==> src/rtl/comb_bist_ctrl_if.sv <==
// Signal bundle between the BIST controller, the host that starts it and the
// combinational (or registered) netlist being exercised.
`timescale 1ns/1ps
interface comb_bist_ctrl_if #(
   parameter int IN_W   = 13,
   parameter int OUT_W  = 5,
   parameter int MISR_W = 16,
   parameter int N_PAT  = 256
);
   localparam int CNT_W = $clog2(N_PAT + 1);

   logic              start;
   logic              abort;
   logic [MISR_W-1:0] golden_sig;
   logic [IN_W-1:0]   dut_in;
   logic [OUT_W-1:0]  dut_out;
   logic              busy;
   logic              done;
   logic              pass;
   logic [MISR_W-1:0] signature;
   logic [CNT_W-1:0]  pat_cnt;

   // Environment side: host controls plus the netlist response.
   modport master (
      output start, abort, golden_sig, dut_out,
      input  dut_in, busy, done, pass, signature, pat_cnt
   );

   // Controller side.
   modport slave (
      input  start, abort, golden_sig, dut_out,
      output dut_in, busy, done, pass, signature, pat_cnt
   );
endinterface

==> src/rtl/comb_bist_ctrl.sv <==
// BIST controller: drives a netlist from a Galois LFSR, one pattern per clock,
// folds the responses into a MISR and compares the signature with a golden one.
// PIPE_LAT delays the capture window to match a registered netlist.
`timescale 1ns/1ps
module comb_bist_ctrl #(
   parameter int                IN_W      = 13,
   parameter int                OUT_W     = 5,
   parameter int                LFSR_W    = 16,
   parameter logic [LFSR_W-1:0] LFSR_POLY = 16'hB400,
   parameter logic [LFSR_W-1:0] SEED      = 16'hACE1,
   parameter int                MISR_W    = 16,
   parameter logic [MISR_W-1:0] MISR_POLY = 16'h1021,
   parameter int                N_PAT     = 256,
   parameter int                PIPE_LAT  = 0
) (
   input  logic            clk,
   input  logic            rst_n,
   comb_bist_ctrl_if.slave bus
);

   localparam int               CNT_W    = $clog2(N_PAT + 1);
   localparam logic [CNT_W-1:0] LAST_PAT = CNT_W'(N_PAT - 1);
   localparam int               DRN_W    = (PIPE_LAT > 1) ? $clog2(PIPE_LAT) : 1;
   localparam logic [DRN_W-1:0] LAST_DRN = DRN_W'((PIPE_LAT > 0) ? PIPE_LAT - 1 : 0);

   typedef enum logic [1:0] {
      S_IDLE,
      S_RUN,
      S_DRAIN,
      S_DONE
   } state_e;

   state_e            state_q, state_d;
   logic [LFSR_W-1:0] lfsr_q, lfsr_d;
   logic [MISR_W-1:0] misr_q, misr_d;
   logic [CNT_W-1:0]  pat_cnt_q, pat_cnt_d;
   logic [DRN_W-1:0]  drn_cnt_q, drn_cnt_d;
   logic              load;
   logic              run;
   logic              cap_vld;

   // Galois step, right-shift form: the bit falling out folds the polynomial back in.
   function automatic logic [LFSR_W-1:0] lfsr_step(input logic [LFSR_W-1:0] s);
      return (s >> 1) ^ (s[0] ? LFSR_POLY : '0);
   endfunction

   // MISR step, left-shift form, with the response zero-extended into the low bits.
   function automatic logic [MISR_W-1:0] misr_step(input logic [MISR_W-1:0] m,
                                                   input logic [OUT_W-1:0]  r);
      return {m[MISR_W-2:0], 1'b0} ^ (m[MISR_W-1] ? MISR_POLY : '0) ^ MISR_W'(r);
   endfunction

   assign run = (state_q == S_RUN);

   // Next-state logic: sequencing, pattern generation and run bookkeeping.
   always_comb begin
      // NOTE: every signal driven here gets a default first, so no path leaves it unassigned and no latch is inferred.
      state_d   = state_q;
      lfsr_d    = lfsr_q;
      pat_cnt_d = pat_cnt_q;
      drn_cnt_d = drn_cnt_q;
      load      = 1'b0;

      case (state_q)
         S_IDLE, S_DONE: begin
            if (bus.start) begin
               state_d = S_RUN;
               load    = 1'b1;
            end
         end
         S_RUN: begin
            lfsr_d    = lfsr_step(lfsr_q);
            pat_cnt_d = pat_cnt_q + 1'b1;
            if (pat_cnt_q == LAST_PAT) begin
               drn_cnt_d = '0;
               state_d   = (PIPE_LAT == 0) ? S_DONE : S_DRAIN;
            end
         end
         S_DRAIN: begin
            drn_cnt_d = drn_cnt_q + 1'b1;
            if (drn_cnt_q == LAST_DRN) begin
               state_d = S_DONE;
            end
         end
         default: state_d = S_IDLE;
      endcase

      if (load) begin
         lfsr_d    = SEED;
         pat_cnt_d = '0;
      end

      // Abort wins over start and every other transition; the LFSR just holds.
      if (bus.abort) begin
         state_d   = S_IDLE;
         lfsr_d    = lfsr_q;
         pat_cnt_d = '0;
         drn_cnt_d = '0;
         load      = 1'b0;
      end

      // An all-zero LFSR would lock up, so it is forced back to the seed.
      if (lfsr_q == '0) begin
         lfsr_d = SEED;
      end
   end

   // Signature update: cleared on a new run, otherwise one fold per valid capture.
   always_comb begin
      misr_d = misr_q;
      if (load) begin
         misr_d = '0;
      end else if (cap_vld && !bus.abort) begin
         misr_d = misr_step(misr_q, bus.dut_out);
      end
   end

   // State and datapath registers.
   always_ff @(posedge clk or negedge rst_n) begin
      // NOTE: registers take non-blocking assignments so every flop samples pre-edge values, independent of statement order.
      if (!rst_n) begin
         state_q   <= S_IDLE;
         lfsr_q    <= SEED;
         misr_q    <= '0;
         pat_cnt_q <= '0;
         drn_cnt_q <= '0;
      end else begin
         state_q   <= state_d;
         lfsr_q    <= lfsr_d;
         misr_q    <= misr_d;
         pat_cnt_q <= pat_cnt_d;
         drn_cnt_q <= drn_cnt_d;
      end
   end

   // Capture window: RUN delayed by the netlist latency, so capture k sees pattern k.
   generate
      if (PIPE_LAT == 0) begin : g_no_pipe
         assign cap_vld = run;
      end else begin : g_pipe
         logic [PIPE_LAT-1:0] cap_pipe_q;

         // Valid shift register, flushed by abort.
         always_ff @(posedge clk or negedge rst_n) begin
            if (!rst_n) begin
               cap_pipe_q <= '0;
            end else if (bus.abort) begin
               cap_pipe_q <= '0;
            end else begin
               cap_pipe_q[0] <= run;
               for (int i = 1; i < PIPE_LAT; i++) begin
                  cap_pipe_q[i] <= cap_pipe_q[i-1];
               end
            end
         end

         assign cap_vld = cap_pipe_q[PIPE_LAT-1];
      end
   endgenerate

   assign bus.dut_in    = lfsr_q[IN_W-1:0];
   assign bus.busy      = (state_q == S_RUN) || (state_q == S_DRAIN);
   assign bus.done      = (state_q == S_DONE);
   assign bus.pass      = (state_q == S_DONE) && (misr_q == bus.golden_sig);
   assign bus.signature = misr_q;
   assign bus.pat_cnt   = pat_cnt_q;

endmodule

==> src/flat_wrapper.sv <==
// flat-port wrapper written by rule: the top's interface ports become plain ports
module comb_bist_ctrl_flat 
#(
   parameter int                IN_W      = 13,
   parameter int                OUT_W     = 5,
   parameter int                LFSR_W    = 16,
   parameter logic [LFSR_W-1:0] LFSR_POLY = 16'hB400,
   parameter logic [LFSR_W-1:0] SEED      = 16'hACE1,
   parameter int                MISR_W    = 16,
   parameter logic [MISR_W-1:0] MISR_POLY = 16'h1021,
   parameter int                N_PAT     = 256,
   parameter int                PIPE_LAT  = 0
)
  (clk, rst_n, bus_start, bus_abort, bus_golden_sig, bus_dut_out, bus_dut_in, bus_busy, bus_done, bus_pass, bus_signature, bus_pat_cnt);
  comb_bist_ctrl_if #(.IN_W(IN_W), .OUT_W(OUT_W), .MISR_W(MISR_W), .N_PAT(N_PAT)) bus_i ();
  input  logic clk;
  input  logic rst_n;
  input wire logic [$bits(bus_i.start)-1:0] bus_start;
  input wire logic [$bits(bus_i.abort)-1:0] bus_abort;
  input wire logic [$bits(bus_i.golden_sig)-1:0] bus_golden_sig;
  input wire logic [$bits(bus_i.dut_out)-1:0] bus_dut_out;
  output wire logic [$bits(bus_i.dut_in)-1:0] bus_dut_in;
  output wire logic [$bits(bus_i.busy)-1:0] bus_busy;
  output wire logic [$bits(bus_i.done)-1:0] bus_done;
  output wire logic [$bits(bus_i.pass)-1:0] bus_pass;
  output wire logic [$bits(bus_i.signature)-1:0] bus_signature;
  output wire logic [$bits(bus_i.pat_cnt)-1:0] bus_pat_cnt;
  assign bus_i.start = bus_start;
  assign bus_i.abort = bus_abort;
  assign bus_i.golden_sig = bus_golden_sig;
  assign bus_i.dut_out = bus_dut_out;
  assign bus_dut_in = bus_i.dut_in;
  assign bus_busy = bus_i.busy;
  assign bus_done = bus_i.done;
  assign bus_pass = bus_i.pass;
  assign bus_signature = bus_i.signature;
  assign bus_pat_cnt = bus_i.pat_cnt;
  comb_bist_ctrl #(.IN_W(IN_W), .OUT_W(OUT_W), .LFSR_W(LFSR_W), .LFSR_POLY(LFSR_POLY), .SEED(SEED), .MISR_W(MISR_W), .MISR_POLY(MISR_POLY), .N_PAT(N_PAT), .PIPE_LAT(PIPE_LAT)) u_core (.clk(clk), .rst_n(rst_n), .bus(bus_i));
endmodule
==> config.mk <==
export PLATFORM = sky130hd
export DESIGN_NAME = comb_bist_ctrl_flat
export DESIGN_NICKNAME = d
export VERILOG_FILES = /design/src/rtl/comb_bist_ctrl_if.sv /design/src/rtl/comb_bist_ctrl.sv /design/src/flat_wrapper.sv
export SDC_FILE = /design/constraint.sdc
export NUM_CORES = 1
export LEC_CHECK = 0
export BUFFER_PORTS_ARGS = -buffer_cell sky130_fd_sc_hd__buf_2
export CAP_MARGIN = 10
export CELL_PAD_IN_SITES_DETAIL_PLACEMENT = 1
export CELL_PAD_IN_SITES_GLOBAL_PLACEMENT = 2
export CORE_ASPECT_RATIO = 1.75
export CORE_MARGIN = 1
export CORE_UTILIZATION = 28
export CTS_CLUSTER_SIZE = 16
export DETAILED_ROUTE_END_ITERATION = 10
export GPL_TIMING_DRIVEN = 0
export HOLD_SLACK_MARGIN = 0.02
export PLACE_DENSITY_LB_ADDON = 0.2
export SYNTH_ARGS = -nofsm -noshare
export SYNTH_HDL_FRONTEND = slang
export SYNTH_SLANG_ARGS = --single-unit
==> constraint.sdc <==
create_clock -name clk -period 1.5 [get_ports clk]
set_input_delay 0.3 -clock clk [delete_from_list [all_inputs] [get_ports clk]]
set_output_delay 0.3 -clock clk [all_outputs]
set_load 0.005 [all_outputs]
==> results of run 1 <==
## final timing paths
path                                           from                 endpoint  slack (ns)  cells after the start
setup / recovery           u_core.bus.signature[14]                 bus_pass       -0.33                      5
hold / removal                                rst_n  u_core.bus.signature[2]        0.19                      1
setup reg to reg                  u_core.state_q[1]         u_core.lfsr_q[6]       -0.11                      7
hold reg to reg                   u_core.lfsr_q[15]        u_core.lfsr_q[15]        0.51                      2
max in group asynchronous                     rst_n    u_core.bus.pat_cnt[2]        0.62                      1
min in group clk                          bus_abort         u_core.drn_cnt_q        0.29                      2
## placed cells by master (no fill, tap or decap), drive strengths merged, types with 2 or more instances in the layout
cell / n
clkbuf: 9
a21oi: 14
nor2b: 2
inv: 4
nand4: 7
nor2: 17
a211oi: 8
or3: 2
nand3: 3
nor4: 6
xnor2: 21
o21ai: 3
nand2b: 3
a31oi: 2
o22ai: 6
dfstp: 8
ha: 5
buf: 109
nand2: 36
a22o: 7
mux2i: 2
dfrtp: 36
xor2: 10
## cell type report
type	instances	area (um^2)
timing repair buffer	91	606
inverter	4	20.0
clock buffer	6	139
buffer	21	198
clock inverter	2	38.8
tap	90	113
sequential	44	1110
multi-input combinational	160	1260
fill	898	4420
## cell families (layout without fill, tap and decap cells)
logic type	Yosys count	after routing	share of synthesized area, %
DFF	44	44	48.5
adders and majority gates	5	5	2.73
and+or+nand+nor	80	80	16.7
AOI/OAI and AO/OA	42	42	11.8
muxes	2	2	0.873
xor gates and xnor gates	31	31	11.8
buffers and inverters	28	124	7.53
## what timing repair did
| action | in CTS | in global routing |
|---|---|---|
| cloned | 1 | 2 |
| pin swaps | 19 | 16 |
| setup buffers | 11 | 12 |
| setup endpoints to repair | 46 | 41 |
| resized for setup | 42 | 38 |
| hold buffers | 0 | 0 |
## report_power, final
| group | internal, mW | leakage [nW] | switching (mW) |
|---|---|---|---|
| registers | 1.60 | 0.566 | 0.442 |
| clock network | 0.835 | 0.0871 | 0.479 |
| logic | 1.63 | 0.927 | 1.25 |
| total | 4.06 | 1.58 | 2.17 |
## metal layers
metal  GRT usage, %  vias up  part of all wire (%)
met1           16.8      992                    36
li1               -      964                     -
met2           31.0       43                    59
met4           6.75        0                   1.4
met3           1.99        6                   3.2
met5              0        -                     0
## synthesized netlist by cell type
library cell and number:
a31oi_1 2, inv_1 4, buf_2 6, nor2_4 1, a21oi_1 14, nand2_1 36, a21o_1 1, o22ai_1 6
and3_1 1, buf_6 1, nand3_1 3, nor2b_1 2, and3b_1 1, a211oi_1 8, o21ai_0 3, dfrtp_1 36
or3_1 2, nand3b_1 1, buf_4 14, nor4_1 6, dfstp_2 8, nand2b_4 1, o211ai_1 1, nor2_1 16
clkbuf_1 3, xor2_1 10, a22o_1 7, nand4_1 7, mux2i_1 2, and2_1 1, nand2b_1 2, xnor2_1 21
ha_1 5
## state kept, by name, summed over array words and instances, names as in the netlist
signal,flops
u_core.bus.signature,16
u_core.bus.pat_cnt,9
u_core.drn_cnt_q,1
u_core.lfsr_q,16
u_core.state_q,2
==> flow_summary.ini, run 1 <==
[worst_setup_path]
path_buf_inv = 1
path_common_cell = nor4_2
critPathCaptureType = output port
slowest_stage = dfrtp_1
cp_top_family = simple AND/OR/NAND/NOR gates
cpPeakStageDelay_ns = 0.40
cp-start-kind = flop
cp.arrival_ns = 1.53
crit_type = flop to output port
required_ns = 1.20
cp_max_fo = 2
crit_chain = xor2_1, nor4_2, nand4_1, nor4_2, buf_2

[floorplan]
core_region_area_mm2 = 0.00791
fp.dieH_um = 122
io_pins = 66
num_rows = 43
die_area_mm2 = 0.00857
start_util_pct = 29.0
die_w_um = 70.4

[sta]
rsz0062_at_grt = yes
worst_hold_slack_ns = 0.187
setup-tns-final_ns = -1.88
fin_skew_ns = 0.00482
period_share_pct = 122
min_period_ns = 1.83
finalHoldViolCount = 0
clock.fmax_mhz = 548
final-setup-viol-count = 26
drv_slew = 0
slew_headroom_pct = 31.7
fin_ws_ns = -0.326
worstMarginPinSlew_ns = 1.02

[job]
max_cap_violations = 0

[layout]
area_growth_pct = 52.0
diodes = 0
drive_gt1_share_pct = 55.2
instances_no_fill = 418
fin_nets = 357
design_area_mm2 = 0.00348
final_core_util_pct = 44.1

[power_and_ir_drop]
p_total_mw = 6.23
p_leak_nw = 1.58
ir_drop_uv = 640
powerDensity_mw_per_mm2 = 1790

[synth]
synth_warnings = 0
syn_inst = 232
synth_top_area_share_pct = 39.3
synth-seq-cells = 44
avgSynthCellArea_um2 = 9.88
yosys.area.top_type = dfrtp_1
synth.distinct_cells = 33
synth_area_leaders = dfrtp_1 39%, dfstp_2 9.2%, xnor2_1 8.0%
ys_seq_area_share_pct = 48.5
synth_area_mm2 = 0.00229
syn_nets = 262

[route]
ant_nets = 0
via_per_inst = 4.80
drc = 0
wl_per_cell_um = 16.0
first_pass_iters = 4
drt_iter0_drc = 43
vias = 2005
routed_wl_mm = 6.71

[cts]
cts.reportedPaths.clkPinSlew_ns = 0.06
cts_buffers = 5
clock-sinks = 44
htreeDepth = 2
insertion_delay_ns = 0.29
clock_path_buffers = 2
cts_tree = done
cts-root-buf = clkbuf_16

[grt]
grt.overflow.total = 0
grt_pass1_wl_mm = 10.6
grt_usage_pct = 16.0
grt_max_degree = 45
antenna_found_initial = 0
grt_pass1_vias = 2068

[placed_design]
port_buffers = 65
place_inst = 387
dpl-instance-area_mm2 = 0.00274
hpwl_mm = 4.58
routabilityCongestion = 0.765
pre_cts_ws_ns = -0.203

[outcome]
status = finished with violations
violations = setup timing

[hold_path]
hold_path.class = primary input to async pin
No activity file was read; power rests on OpenSTA's default activity.
==> inputs of run 2 (changes only) <==
--- a/config.mk
+++ b/config.mk
@@ -17,6 +17,7 @@
 export GPL_TIMING_DRIVEN = 0
 export HOLD_SLACK_MARGIN = 0.02
 export PLACE_DENSITY_LB_ADDON = 0.2
+export SKIP_CTS_REPAIR_TIMING = 1
 export SYNTH_ARGS = -nofsm -noshare
 export SYNTH_HDL_FRONTEND = slang
 export SYNTH_SLANG_ARGS = --single-unit
==> run 2 against run 1 <==
Net effect: the run still ends with setup timing left; sequential power is essentially flat; final cell count shrank 0.72%; register-to-register slack gained 0.04 ns; largest cell class unchanged; largest power group unchanged.
==> flow_summary.ini, run 2 (synthesized netlist as in run 1, its figures left out) <==
[outcome]
status = finished with violations
violations = setup timing

[hold_path]
hold_path.class = primary input to async pin

[cts]
insertion_delay_ns = 0.29
clock_path_buffers = 2
cts_tree = done
cts_buffers = 5
htreeDepth = 2
cts-root-buf = clkbuf_16
clock-sinks = 44
cts.reportedPaths.clkPinSlew_ns = 0.06

[grt]
grt.overflow.total = 0
grt_usage_pct = 15.2
use_met1_pct = 16.4
grt_pass1_wl_mm = 10.0
grt_pass1_vias = 1965
antenna_found_initial = 0
top_usage_layer = met2
grt_use_met2_pct = 28.9
grt_max_degree = 45
grtUsageMet3_pct = 1.99

[worst_setup_path]
crit_chain = clkbuf_1, xnor2_1, nand4_1, nor4_2, buf_2
crit_start = u_core.bus.signature[15]
cp_top_family = buffers and inverters
required_ns = 1.20
crit_type = flop to output port
reg2reg_from = u_core.state_q[1]
crit_cells = 5
rrSetupSlack_ns = -0.07
path_buf_inv = 2
cpPeakStageDelay_ns = 0.34
reg2regPathDepth = 7
r2r-end = u_core.bus.signature[12]
cp.arrival_ns = 1.61
slowest_stage = dfrtp_1
cp_max_fo = 5
critPathCaptureType = output port
cp-endpoint = bus_pass
cp-start-kind = flop

[sta]
final-setup-viol-count = 28
period_share_pct = 128
fin_skew_ns = 0.00642
slew_headroom_pct = 31.7
setup-tns-final_ns = -1.42
worst_hold_slack_ns = 0.187
clock.fmax_mhz = 522
rsz0062_at_grt = yes
fin_ws_ns = -0.415
finalHoldViolCount = 0
min_period_ns = 1.91
worstMarginPinSlew_ns = 1.02
drv_slew = 0

[route]
routed_wl_mm = 6.57
vias = 2014
drc = 0
ant_nets = 0
wl_per_cell_um = 15.8
first_pass_iters = 2
via_per_inst = 4.85
drt_iter0_drc = 82

[placed_design]
port_buffers = 65
place_inst = 387
dpl-instance-area_mm2 = 0.00274
pre_cts_ws_ns = -0.203
routabilityCongestion = 0.765
hpwl_mm = 4.58

[floorplan]
core_region_area_mm2 = 0.00791
num_rows = 43
io_pins = 66
fp.dieH_um = 122
die_w_um = 70.4
die_area_mm2 = 0.00857
start_util_pct = 29.0

[layout]
drive_gt1_share_pct = 52.0
fin_nets = 354
final_core_util_pct = 42.5
diodes = 0
area_growth_pct = 46.8
design_area_mm2 = 0.00336
layout_common_cells = 66 x buf_2, 35 x dfrtp_1, 34 x nand2_1
final_common_cell = buf_2
instances_no_fill = 415

[power_and_ir_drop]
powerDensity_mw_per_mm2 = 1800
ir_drop_uv = 623
p_total_mw = 6.06
p_leak_nw = 1.53

[job]
max_cap_violations = 0
[run 2: cell types whose count changed in the layout (fill, tap and decap cells not counted), sizes merged]
cell	previous run	this run
buf	109	107
clkbuf	9	8
[run 2: worst min-delay path by stage]
stage	to	cells after the start	startpoint	slack (ns)
2_1_floorplan	u_core.bus.pat_cnt[0]	0	rst_n	0.004
3_3_place_gp	u_core.lfsr_q[15]	2	u_core.lfsr_q[15]	0.49
3_5_place_dp	u_core.lfsr_q[15]	2	u_core.lfsr_q[15]	0.50
4_1_cts	u_core.bus.signature[13]	1	rst_n	0.23
5_1_grt	u_core.bus.signature[2]	1	rst_n	0.28
6_report	u_core.bus.signature[2]	1	rst_n	0.19
[run 2: where the power goes]
part,internal [mW],leakage [nW],switching (mW),total [mW]
logic,1.50,0.880,1.21,2.71
clock network,0.835,0.0871,0.475,1.31
registers,1.60,0.566,0.448,2.05
total,3.94,1.53,2.13,6.06
[run 2: layout make-up]
cell class / instances / area (um^2)
buffer: 22 / 183
clock buffer: 6 / 139
clock inverter: 2 / 38.8
fill: 895 / 4540
inverter: 4 / 20.0
multi-input combinational: 160 / 1220
sequential: 44 / 1110
tap: 90 / 113
timing repair buffer: 87 / 537
[run 2: worst register-to-register path: cells and delay by family (launching register included)]
family / cells / cell delay [ns]
and+or+nand+nor: 1 / 0.17
DFF: 1 / 0.42
AOI/OAI and AO/OA: 1 / 0.13
buffers and inverters: 4 / 0.55
adders and majority gates: 1 / 0.23
[run 2: routing by layer]
metal | vias to the layer above | share of wire (%)
li1 | 969 | -
met4 | 0 | 1.7
met3 | 7 | 3.4
met5 | - | 0
met1 | 992 | 36
met2 | 46 | 58
